File: config.mk
export PLATFORM = sky130hd
export DESIGN_NAME = ts_cc_monitor
export DESIGN_NICKNAME = d
export VERILOG_FILES = /design/src/rtl/ts_cc_monitor.sv
export SDC_FILE = /design/constraint.sdc
export NUM_CORES = 1
export LEC_CHECK = 0
export CORE_MARGIN = 4
export CORE_UTILIZATION = 51
export DETAILED_ROUTE_END_ITERATION = 8
export PLACE_DENSITY = 0.81
export SYNTH_ARGS = -nofsm -noshare
export SYNTH_HDL_FRONTEND = slang
export SYNTH_SLANG_ARGS = --single-unit
File: constraint.sdc
create_clock -name clk -period 3.6 [get_ports clk]
set_input_delay 0.54 -clock clk [delete_from_list [all_inputs] [get_ports clk]]
set_output_delay 0.54 -clock clk [all_outputs]
set_load 0.05 [all_outputs]
File: src/rtl/ts_cc_monitor.sv
// Multi-channel MPEG-TS continuity-counter checker: passive tap on the 32-bit TS word bus.
// Captures each header, evaluates CC continuity once per packet at word 1, per-PID channel.
module ts_cc_monitor #(
  parameter int NUM_CH = 4,
  parameter int CNT_W  = 16
) (
  input  logic                    clk,
  input  logic                    rst,
  input  logic [31:0]             ts_din,
  input  logic                    ts_din_en,
  input  logic [NUM_CH*13-1:0]    pid_cfg,
  input  logic [NUM_CH-1:0]       ch_en,
  input  logic                    clr,
  output logic [NUM_CH-1:0]       err_flag,
  output logic [NUM_CH-1:0]       err_pulse,
  output logic [NUM_CH*CNT_W-1:0] err_cnt,
  output logic                    sync_err
);

  logic [7:0]  r_word_cnt;
  logic [12:0] r_pid;
  logic        r_tei;
  logic [1:0]  r_afc;
  logic [3:0]  r_cc;
  logic        r_hdr_ok;
  logic        r_sync_err;

  logic w_hdr;
  logic w_eval;
  logic w_disc;
  logic w_unused;

  assign w_hdr    = ts_din_en && (r_word_cnt == 8'd0);
  assign w_eval   = ts_din_en && (r_word_cnt == 8'd1) && r_hdr_ok;
  // Discontinuity only counts when an adaptation field exists and is non-empty.
  assign w_disc   = r_afc[1] && (ts_din[31:24] != 8'd0) && ts_din[23];
  assign w_unused = ^{ts_din[22:21], ts_din[7:6]};
  assign sync_err = r_sync_err;

  // NOTE: sequential state uses non-blocking assignments so every register
  // samples pre-edge values; blocking here would create order-dependent logic.
  always_ff @(posedge clk or negedge rst) begin
    if (!rst) begin
      r_word_cnt <= 8'd0;
      r_pid      <= 13'd0;
      r_tei      <= 1'b0;
      r_afc      <= 2'b00;
      r_cc       <= 4'd0;
      r_hdr_ok   <= 1'b0;
      r_sync_err <= 1'b0;
    end else begin
      r_sync_err <= 1'b0;
      if (!ts_din_en)
        r_word_cnt <= 8'd0;
      else if (r_word_cnt != 8'hFF)
        r_word_cnt <= r_word_cnt + 8'd1;
      if (w_hdr) begin
        r_pid      <= ts_din[20:8];
        r_tei      <= ts_din[23];
        r_afc      <= ts_din[5:4];
        r_cc       <= ts_din[3:0];
        r_hdr_ok   <= (ts_din[31:24] == 8'h47);
        r_sync_err <= (ts_din[31:24] != 8'h47);
      end
    end
  end

  for (genvar g = 0; g < NUM_CH; g++) begin : g_ch
    logic             r_valid;
    logic             r_dup;
    logic [3:0]       r_last_cc;
    logic [CNT_W-1:0] r_cnt;
    logic             r_flag;
    logic             r_pulse;
    logic             w_part;
    logic [3:0]       w_next_cc;

    assign w_part    = w_eval && ch_en[g] && (r_pid == pid_cfg[13*g +: 13])
                       && !r_tei && r_afc[0];
    assign w_next_cc = r_last_cc + 4'd1;

    // NOTE: per-channel learned state is a handful of flops, so it is reset
    // explicitly; the first packet after reset must see valid=0.
    always_ff @(posedge clk or negedge rst) begin
      if (!rst) begin
        r_valid   <= 1'b0;
        r_dup     <= 1'b0;
        r_last_cc <= 4'd0;
        r_cnt     <= '0;
        r_flag    <= 1'b0;
        r_pulse   <= 1'b0;
      end else begin
        r_pulse <= 1'b0;
        if (clr) begin
          r_cnt   <= '0;
          r_flag  <= 1'b0;
          r_valid <= 1'b0;
          r_dup   <= 1'b0;
        end else if (!ch_en[g]) begin
          r_valid <= 1'b0;
        end else if (w_part) begin
          if (!r_valid || w_disc || (r_cc == w_next_cc)) begin
            r_last_cc <= r_cc;
            r_valid   <= 1'b1;
            r_dup     <= 1'b0;
          end else if ((r_cc == r_last_cc) && !r_dup) begin
            r_dup <= 1'b1;
          end else begin
            r_pulse   <= 1'b1;
            r_flag    <= 1'b1;
            if (r_cnt != {CNT_W{1'b1}})
              r_cnt <= r_cnt + CNT_W'(1);
            r_last_cc <= r_cc;
            r_dup     <= 1'b0;
          end
        end
      end
    end

    assign err_cnt[CNT_W*g +: CNT_W] = r_cnt;
    assign err_flag[g]               = r_flag;
    assign err_pulse[g]              = r_pulse;
  end

endmodule
After elaboration in Yosys (flattened, before gate mapping) --
Index checks and enable logic that the tools add are counted.
Storage, ports and cells: register bits 126, word-level logic and storage cells 269, output and inout port bits 73, bits of input ports 92
Operators by class: equality and inequality tests 41, $add $sub $neg 9, bitwise operators 1, reductions and logical operators 76, mux-type cells 111
Operator list (number):
- $mux 16 | 24
- $mux 1 | 77
- $add 16x1->16 const B | 4
- $ne 16x16->1 const B | 4
- $eq 13x13->1 | 4
- $eq 4x4->1 | 8
- $mux 4 | 8
- $reduce_and 4->1 | 8
- $logic_and 1x1->1 | 25
- $ne 2x2->1 const B | 12
- $ne 3x1->1 const B | 8
- $reduce_bool 2->1 | 12
- $reduce_and 5->1 | 4
- $add 4x1->4 const B | 4
- $mux 8 | 2
- $reduce_and 2->1 | 8
- $logic_not 1->1 | 9
- $add 8x1->8 const B | 1
- $eq 8x1->1 const B | 1
- $eq 8x7->1 const B | 1
- $logic_not 8->1 | 1
- $logic_or 1x1->1 | 8
- $ne 8x7->1 const B | 1
- $ne 8x8->1 const B | 1
- other kinds (3) | 3

Longest topological paths before layout --
word-level depth 10, mapped depth 11, mapped depth without buffers 9

Least setup slack after synthesis --
No wires, ideal clock.
path kind input-to-reg, from in ts_din_en, to reg g_ch[0].r_cnt[11], buffers on the path 1, path slack 607 ps, stages on the path 7, data required time 3473 ps, arrival time 2865 ps, setup time 127 ps, cells stage by stage or4b_4 > or3_1 > buf_6 > nor4_4 > nand4_4 > or4b_1 > mux2_1
Between the ends: word-level cells in the longest chain between the ends 8
Ends and longest elaborated chain:
- start, declared | RTL line 10 | input logic ts_din_en,
- $logic_and 1x1->1 (2 in a row) | RTL line 34 | assign w_eval = ts_din_en && (r_word_cnt == 8'd1) && r_hdr_ok;
- $logic_and 1x1->1 (2 in a row) | RTL line 78 | assign w_part = w_eval && ch_en[g] && (r_pid == pid_cfg[13*g +: 13])
- $logic_and 1x1->1 (2 in a row) | RTL line 79 | && !r_tei && r_afc[0];
- $reduce_bool 2->1 (no line)
- $reduce_and 5->1 (no line)
- end signal, assigned | RTL line 112 | r_cnt <= r_cnt + CNT_W'(1);
- end, declared | RTL line 72 | logic [CNT_W-1:0] r_cnt;
No other way between the ends. A chain may end at the register's enable or synchronous reset.

Final worst setup path --
from in ts_din_en, to reg g_ch[3].r_cnt[15]
Between the ends: word-level cells in the longest chain between the ends 8
Ends and longest elaborated chain (RTL line):
- $logic_and 1x1->1 (2 in a row) | 34
- $logic_and 1x1->1 (2 in a row) | 78
- $logic_and 1x1->1 (2 in a row) | 79
- $reduce_bool 2->1 (no line)
- $reduce_and 5->1 (no line)
- end signal, assigned | 112
- end, declared | 72
No other way between the ends.

==> results.cfg <==
[synth]
netlist_area_mm2 = 0.00720
avgSynthCellArea_um2 = 9.68
yosysTopAreaCell = dfrtp_1
ys_seq_area_share_pct = 43.8
ys_types = 55
syn_nets = 847
synth_warnings = 0
synth_edf_count = 0
synth-seq-cells = 126
synth-main-ff-cell = dfrtp_1
synth_area_leaders = dfrtp_1 44%, xnor2_1 6.9%, mux2_2 6.4%, xor2_1 6.2%, nor2_1 4.0%
yosysTopAreaCellShare_pct = 43.8
netlist_instances = 744
async_flop_share_pct = 100

[timing]
hold_viol = 0
finalSetupViolCount = 0
final.setup.tns_ns = 0
min_period_over_period_pct = 90.4
slew_headroom_pct = 39.5
holdWs_ns = 0.173
skew_ns = 0.00716
fmax_mhz = 307
fin_crit_ns = 3.25
tightest_slew_ns = 0.907
drv_slew = 0
rsz0062_at_grt = false

[global_route]
gr-total-overflow = 0
grt_pass1_wl_mm = 29.6
antenna_found_initial = 0
grt_use_total_pct = 22.9
grt_pass1_vias = 6032
grt_max_degree = 71

[clock_tree]
cts_sinks = 126
path_clk_slew_ns = 0.05
htreeDepth = 4
clockBufferDepth = 2
cts_buffers = 17
post_cts.repair.setup_buffers = 0
cts_resized = 0
cts_tree = done
root_buffer = clkbuf_16
postCtsHoldBufs = 0
clkLatencyLatePin_ns = 0.42

[power_and_ir_drop]
power_uw = 3890
clockPowerShare_pct = 44.7
combPwrFrac_pct = 13.6
pwr-share-seq_pct = 41.7
p_int_uw = 2920
power_density_mw_per_mm2 = 405
ir_worst_vdd_mv = 0.339
switching_power_uw = 969
p_sw_share_pct = 24.9
power.leakage_uw = 0.00391

[die]
fp.dieH_um = 127
coreArea_mm2 = 0.0139
die_w_um = 127
io_pins = 165
die-area_mm2 = 0.0161
initial_core_util_pct = 51.9
core.rowCount = 43

[finish]
final_common_cell = clkdlybuf4s50_1
syn_to_final_growth_pct = 33.3
layout-drive-gt1-share_pct = 11.2
antenna_cells = 0
nNetsFinal = 1000
fin_cells = 1090
final_cell_mix = 158 x clkdlybuf4s50_1, 126 x dfrtp_1, 76 x nor2_1, 57 x xnor2_1, 52 x nand2_1

[routing]
wl_per_cell_um = 16.5
via_count = 6044
route.detailed.drc = 0
wl_mm = 17.9
drt-pass1-iter-count = 7
drt.antenna.violating_nets = 0
via_per_inst = 5.54
drt-initial-drc-count = 464

[status]
outcome = completed

[worst_setup_path]
crit_required_ns = 3.86
cpPeakStageDelay_ns = 0.50
r2r_setup_slack_ns = 0.46
crit_type = in -> reg
critPathLaunchType = input pin
r2r_start = r_word_cnt[6]
worstRegToRegCells = 9
r2r_end = g_ch[3].r_cnt[15]
cp-startpoint = ts_din_en
crit_arrival_ns = 3.52
path_max_fanout = 11
cp-end-kind = register
critical_path.cell_chain = clkdlybuf4s50_1 > or4b_4 > or3_1 > buf_4 > or3_1 > nor4_1 > buf_4 > nor4b_2 > xnor2_1 > nor2_1
slowest_stage = clkdlybuf4s50_1

[min_path]
hp-class = in -> async

[placed_design]
dp_hpwl_mm = 13.2
routabilityCongestion = 0.862
dp_cells = 1058
port_buffers = 160

[run]
maxCapViolCount = 0
==> worst max-delay path: cells and delay by family <==
family | cells | cell delay (ns)
xor gates and xnor gates | 1 | 0.16
and+or+nand+nor | 6 | 1.89
buffers and inverters | 3 | 0.92
==> power groups by stage <==
stage | Combinational, uW | Clock, uW | Sequential (uW)
global route | 584 | 1820 | 1630
CTS | 536 | 1760 | 1620
global placement | 516 | 0 | 1640
floorplan | 427 | 0 | 1520
detailed placement | 532 | 0 | 1650
finish | 529 | 1740 | 1620
==> worst max-delay path by stage <==
| stage | end | cells past startpoint |
|---|---|---|
| 3_3_place_gp | g_ch[3].r_cnt[15] | 10 |
| 3_5_place_dp | g_ch[0].r_cnt[10] | 8 |
| 6_report | g_ch[3].r_cnt[15] | 10 |
| 5_1_grt | g_ch[3].r_cnt[15] | 10 |
| 2_1_floorplan | g_ch[0].r_cnt[11] | 7 |
| 4_1_cts | g_ch[0].r_cnt[10] | 8 |
==> Yosys cell counts (19+ instances only) <==
cell / instances
mux2_2: 41
nor3_1: 27
or3_1: 19
nand2_1: 52
o21ai_0: 20
dfrtp_1: 126
clkbuf_1: 32
xnor2_1: 57
nand3_1: 34
nand4_1: 29
a21oi_1: 28
nor2_1: 76
xor2_1: 51
==> per-layer routing <==
layer,global-route usage (%),vias up,part of all wire (%)
met4,7.19,0,1.5
met2,39.0,192,49
met5,0,-,0
met1,28.1,2904,42
li1,-,2928,-
met3,6.74,20,7.6
==> kinds of logic (layout without fill, tap and decap cells) <==
family / count (synthesis) / in the layout / share of synthesized area, %
muxes: 48 / 48 / 7.40
AOI/OAI and AO/OA: 69 / 69 / 5.73
adders and majority gates: 11 / 11 / 1.91
buffers and inverters: 54 / 220 / 3.37
DFF: 126 / 126 / 43.8
and+or+nand+nor: 327 / 327 / 24.4
xor gates and xnor gates: 109 / 109 / 13.5
==> per-stage QoR <==
stage / area, um^2 / util, % / setup WS, ns
finish: 9610 / 69.2 / 0.347
global route: 9610 / 69.2 / 0.264
CTS: 9610 / 69.2 / 0.340
detailed placement: 9000 / 64.8 / -0.0790
global placement: 9000 / 64.8 / -0.00324
floorplan: 7200 / - / 0.607
==> sequential cells by signal (all words and copies together) (netlist names), 2 cells and up <==
register	flops
g_ch.r_cnt	64
g_ch.r_pulse	4
g_ch.r_dup	4
g_ch.r_last_cc	16
g_ch.r_valid	4
g_ch.r_flag	4
r_word_cnt	8
r_cc	4
r_pid	13
r_afc	2
==> layout make-up <==
class / instances / area (um^2)
Clock buffer: 27 / 533
Clock inverter: 5 / 75.1
Fill cell: 1098 / 4270
Inverter: 8 / 30.0
Multi-Input combinational cell: 564 / 3810
Sequential cell: 126 / 3150
Tap cell: 180 / 225
Timing Repair Buffer: 180 / 1780
(Power assumes the default switching activity.)
